$ cat src/rtl/ssd_scan_driver.sv
// ssd_scan_driver: time-multiplexed driver for a 4-digit common-anode
// seven-segment display. Values are double-buffered and swapped in only at
// frame boundaries so a displayed number never tears.
module ssd_scan_driver #(
  parameter int REFRESH_DIV    = 100000,
  parameter bit BLANK_ON_RESET = 1'b1
) (
  input  logic        clk,
  input  logic        rst,
  input  logic [15:0] value,
  input  logic        load,
  input  logic [3:0]  blank,
  output logic        frame_done,
  output logic        pending,
  output logic        a,
  output logic        b,
  output logic        c,
  output logic        d,
  output logic        e,
  output logic        f,
  output logic        g,
  output logic        an0,
  output logic        an1,
  output logic        an2,
  output logic        an3
);

  localparam int PW = $clog2(REFRESH_DIV);
  localparam logic [PW-1:0] PRESC_LAST = PW'(REFRESH_DIV - 1);

  // Hex nibble to active-low cathode pattern {a,b,c,d,e,f,g}.
  function automatic logic [6:0] hex_to_seg(input logic [3:0] nib);
    logic [6:0] seg;
    case (nib)
      4'h0:    seg = 7'b0000001;
      4'h1:    seg = 7'b1001111;
      4'h2:    seg = 7'b0010010;
      4'h3:    seg = 7'b0000110;
      4'h4:    seg = 7'b1001100;
      4'h5:    seg = 7'b0100100;
      4'h6:    seg = 7'b0100000;
      4'h7:    seg = 7'b0001111;
      4'h8:    seg = 7'b0000000;
      4'h9:    seg = 7'b0000100;
      4'hA:    seg = 7'b0001000;
      4'hB:    seg = 7'b1100000;
      4'hC:    seg = 7'b0110001;
      4'hD:    seg = 7'b1000010;
      4'hE:    seg = 7'b0110000;
      4'hF:    seg = 7'b0111000;
      default: seg = 7'b1111111;
    endcase
    return seg;
  endfunction

  logic [PW-1:0] presc_q, presc_d;
  logic [1:0]    idx_q, idx_d;
  logic [15:0]   disp_q, disp_d;
  logic [15:0]   pend_q, pend_d;
  logic          pending_q, pending_d;
  logic          fdone_q, fdone_d;
  logic          live_q, live_d;   // display enabled (after first tick when blanking on reset)
  logic [6:0]    seg_q, seg_d;
  logic [3:0]    an_q, an_d;

  logic          tick;
  logic          boundary;
  logic [3:0]    nib;

  // Next-state: prescaler, digit index, double buffer and registered outputs.
  always_comb begin
    tick      = (presc_q == PRESC_LAST);
    boundary  = tick && (idx_q == 2'd3);

    presc_d   = tick ? {PW{1'b0}} : presc_q + PW'(1);
    idx_d     = tick ? idx_q + 2'd1 : idx_q;
    live_d    = live_q | tick;
    fdone_d   = boundary;

    disp_d    = disp_q;
    pend_d    = pend_q;
    pending_d = pending_q;
    // The swap always consumes the buffer as it was before this cycle's load.
    if (boundary && pending_q) begin
      disp_d    = pend_q;
      pending_d = 1'b0;
    end else begin
      disp_d    = disp_q;
    end
    if (load) begin
      pend_d    = value;
      pending_d = 1'b1;
    end else begin
      pend_d    = pend_q;
    end

    case (idx_q)
      2'd0:    nib = disp_q[3:0];
      2'd1:    nib = disp_q[7:4];
      2'd2:    nib = disp_q[11:8];
      2'd3:    nib = disp_q[15:12];
      default: nib = 4'h0;
    endcase

    // Anode and cathode come from the same cycle, so they never disagree.
    if (!live_q || blank[idx_q]) begin
      an_d  = 4'b1111;
      seg_d = 7'b1111111;
    end else begin
      an_d  = ~(4'b0001 << idx_q);
      seg_d = hex_to_seg(nib);
    end
  end

  // State and output registers with asynchronous active-low reset.
  always_ff @(posedge clk or negedge rst) begin
    if (!rst) begin
      presc_q   <= {PW{1'b0}};
      idx_q     <= 2'd0;
      disp_q    <= 16'h0000;
      pend_q    <= 16'h0000;
      pending_q <= 1'b0;
      fdone_q   <= 1'b0;
      live_q    <= ~BLANK_ON_RESET;
      seg_q     <= 7'b1111111;
      an_q      <= 4'b1111;
    end else begin
      presc_q   <= presc_d;
      idx_q     <= idx_d;
      disp_q    <= disp_d;
      pend_q    <= pend_d;
      pending_q <= pending_d;
      fdone_q   <= fdone_d;
      live_q    <= live_d;
      seg_q     <= seg_d;
      an_q      <= an_d;
    end
  end

  assign frame_done         = fdone_q;
  assign pending            = pending_q;
  assign {a, b, c, d, e, f, g} = seg_q;
  assign {an3, an2, an1, an0}  = an_q;

endmodule

$ cat config.mk
export PLATFORM = sky130hd
export DESIGN_NAME = ssd_scan_driver
export DESIGN_NICKNAME = d
export VERILOG_FILES = /design/src/rtl/ssd_scan_driver.sv
export SDC_FILE = /design/constraint.sdc
export NUM_CORES = 1
export LEC_CHECK = 0
export ABC_AREA = 1
export CAP_MARGIN = 20
export CORE_ASPECT_RATIO = 0.75
export CORE_MARGIN = 10
export CORE_UTILIZATION = 50
export DETAILED_ROUTE_END_ITERATION = 6
export PLACE_DENSITY_LB_ADDON = 0.15
export SYNTH_ARGS = -nofsm -noshare
export SYNTH_HDL_FRONTEND = slang
export SYNTH_SLANG_ARGS = --single-unit
export TNS_END_PERCENT = 100
$ cat constraint.sdc
create_clock -name clk -period 1.9 [get_ports clk]
set_clock_uncertainty 0.2 [all_clocks]
set_input_delay 0.285 -clock clk [delete_from_list [all_inputs] [get_ports clk]]
set_output_delay 0.285 -clock clk [all_outputs]
set_load 0.1 [all_outputs]
==> metrics.md <==
| Metric | Value |
|---|---|
| Crit path capture type | `flip-flop` |
| Die height | `between 90 and 100 microns` |
| Largest net degree at the start of global routing | `39` |
| Antenna diodes | `0` |
| Grt ovf | `0` |
| Min cycle time layout | `1979 ps` |
| Final period util | `104.2%` |
| RSZ-0062 raised after global routing | `true` |
| GP Congestion | `between 0.9 and 1` |
| HPWL after detailed placement | `about 5.4 mm` |
| Layer with the highest usage | `met1` |
| Post-synth top cells | `nand2_1 (121), inv_1 (81), dfrtp_1 (54)` |
| Worst Path Max Fanout | `5` |
| Fmax | `about 0.5 GHz` |
| GRT Total Usage | `between 10% and 20%` |
| Core area | `0.006766 sq mm` |
| WP buf/inv | `3` |
| GRT met2 Usage | `approximately 20%` |
| First-pass GRT wire length | `around 13 mm` |
| Slowest stage cell, crit path | `dfrtp_2` |
| Synth Instances | `~430` |
| Final hold violation count | `0` |
| Post-synth ARST share | `100.0%` |
| Post-synth EDFFs | `0` |
| HP Class | `input port to asynchronous set/reset pin` |
| Post-synth top area share | `~39%` |
| Area contributors post-synth | `dfrtp_1 (39%), nand2_1 (13%), inv_1 (8.8%)` |
| IO Pins | `36` |
| MaxCap Viol Count | `0` |
| Ys flop type | `dfrtp_1` |
| Die Area | `between 0.01 and 0.015 sq mm` |
| Synth Warn # | `0` |
| Met3 Use GR | `under 10%` |
| Vias after detailed routing | `2,807` |
| FF-to-FF setup slack | `-80 ps` |
| R2R depth | `12` |
| Avg Cell Area, Syn | `between 7 and 8 sq um` |
| Maximum vdd ir drop | `roughly 0.39 mV` |
| Status | `finished with violations` |
| Vias in the first global route | `2,736` |
| ANT nets after route | `0` |
| Static Leak | `around 2.4 nW` |
| Crit path max-delay family | `flip-flops` |
| Final Setup Violations | `4` |
| Total CTS buffers | `9` |
| Initial antenna violation count | `0` |
| Most area-hungry cell type in the Yosys netlist | `dfrtp_1` |
| Fin util | `67.92%` |
| Top-count cell post-synth | `nand2_1` |
| Clk root buf | `clkbuf_8` |
| R2r endpoint | `seg_q[3]$_DFF_PN1_` |
| Synthesized cell area | `roughly 0.0034 sq mm` |
| Drt first pass iters | `4` |
| Critical Path Stages | `12` |
| Layout Nets | `approximately 530` |
| DIE WIDTH | `about 120 microns` |
| Per-cell routed wire length | `13.26 microns` |
| Least-Margin Pin Slew | `460.6 ps` |
| Syn Nets | `468` |
| Initial Utilization | `roughly half` |
| Clk buf depth | `2` |
| Final wirelength | `a little under 8 mm` |
| DRC | `0` |
| Sequential fraction of the synthesis area | `47.64%` |
| CTS tree | `built` |
| R2r startpoint | `idx_q[1]$_DFFE_PN0N_` |
| Clock transition at the registers of the reported paths | `around 70 ps` |
| Cell variety after synth | `28` |
| Fin worst setup slack | `-79.32 ps` |
| Port-buffer cells | `35` |
| Setup TNS | `-242.8 ps` |
| Clock Sinks | `65` |
| Pwr/cell area | `~560 mW/mm^2` |
| Max-slew headroom at the worst pin | `69.22%` |
| Crit path top cell by count | `nand2_1` |
| GR Layer Usage met1 | `about a fifth` |
| Largest stage delay, worst path | `roughly 470 ps` |
| Synth-to-layout area growth | `33.47%` |
| WP data arrival | `between 2000 and 2500 ps` |
| Via-to-Cell Ratio | `4.798` |
| Layout cells sized above 1 | `between 20% and 30%` |
| Worst-path cell chain | `inv_4, ha_4, nand2_4, o21ai_4, o21ai_4, buf_6, inv_1, ha_1, nand2_1, nand2_1, nand2_1, nand3_1` |
| Drt initial violations | `about 150` |
| H-tree levels | `3` |
| # rows | `26` |
| Critical path launch point type | `flip-flop` |
| Register bit total from synthesis | `65` |
| Required @ worst endpoint | `between 1500 and 2000 ps` |
| Latest clock arrival within the worst-skew pair | `350 ps` |
| Crit Path Category | `flip-flop to flip-flop` |
| Slew Viols, Final | `0` |
| Failing checks | `negative setup slack` |
==> cell usage in the layout, fill, tap and decap left out, types with 2 or more instances in the layout <==
cell type / instances
a21oi_1: 5
a21oi_2: 2
buf_12: 15
buf_4: 23
clkbuf_8: 9
clkdlybuf4s50_1: 21
clkinvlp_4: 3
dfrtp_1: 51
dfrtp_2: 3
dfstp_2: 11
ha_1: 4
ha_2: 3
ha_4: 5
inv_1: 77
inv_2: 6
inv_4: 2
inv_6: 2
nand2_1: 107
nand2_2: 14
nand2_4: 8
nand3_1: 22
nand3_2: 3
nand4_1: 18
nor2_1: 33
nor2_2: 2
nor2_4: 4
nor3_1: 4
o21ai_0: 21
o21ai_4: 3
xor2_1: 4
==> per-layer routing <==
layer  share of wire [%]  wire [microns]  vias up
met3                 5.4             416        6
li1                    -               -     1458
met2                  43            3338       69
met4                0.93              72        0
met1                  51            3932     1274
met5                   0               0        -
==> per-stage QoR <==
stage | std cells | hold WS [ps] | cell area (sq um) | setup WS [ps] | total power (W)
floorplan | 433 | -210.6 | 3470 | 6.974 | 0.001486
global placement | 565 | 31.88 | 4149 | -35.74 | 0.001574
detailed placement | 565 | 35.90 | 4149 | -107.0 | 0.001577
CTS | 582 | 190.2 | 4409 | -36.38 | 0.002614
global route | 585 | 218.9 | 4596 | -157.8 | 0.002695
finish | 585 | 186.6 | 4596 | -79.32 | 0.002579
==> layout make-up <==
type                    instances  area (sq um)
multi-input cells             273          1635
flip-flops and latches         65          1644
well taps                      84         105.1
inverters                      86         332.8
clock buffers                   9         123.9
fillers                       547          2171
repair buffers                 62         709.4
clock inverters                 6         45.04
==> registers in the layout (all words and copies together), names as in the netlist <==
register,count
presc_q,17
disp_q,16
pend_q,16
seg_q,7
an_q,4
idx_q,2
frame_done,1
live_q,1
pending,1
==> report_power, final <==
| part | internal, W | switching (W) |
|---|---|---|
| logic | 0.0000607 | 0.0000679 |
| registers | 0.00141 | 0.00000713 |
| clock network | 0.000469 | 0.000561 |
==> kinds of logic (layout without fill, tap and decap cells) <==
kind of cell / after synthesis / in the layout / synth area share (%)
adder cells (fa/ha/maj): 12 / 12 / 4.360
AO/OA/AOI/OAI: 37 / 37 / 5.923
XOR/XNOR: 5 / 5 / 1.490
flip-flops: 65 / 65 / 47.64
buffers and inverters: 96 / 163 / 12.25
AND/OR/NAND/NOR: 218 / 219 / 28.34
==> how the worst max path moves through the flow <==
stage / start / slack, ps / endpoint
after floorplan: idx_q[0]$_DFFE_PN0N_ / 7 / seg_q[3]$_DFF_PN1_
after global placement: idx_q[0]$_DFFE_PN0N_ / -40 / seg_q[1]$_DFF_PN1_
after detailed placement: idx_q[0]$_DFFE_PN0N_ / -110 / seg_q[1]$_DFF_PN1_
after CTS: idx_q[0]$_DFFE_PN0N_ / -40 / seg_q[3]$_DFF_PN1_
after global routing: idx_q[1]$_DFFE_PN0N_ / -160 / seg_q[1]$_DFF_PN1_
final: idx_q[1]$_DFFE_PN0N_ / -80 / seg_q[3]$_DFF_PN1_
==> what timing repair did <==
item	CTS	global route
hold buffers	1	0
hold endpoints to repair	14	0
pin swaps	7	23
endpoints found under the setup margin	7	9
buffers inserted	1	2
gates resized for setup	17	41
gates cloned	0	1
Power figures use the tool's default switching activity.
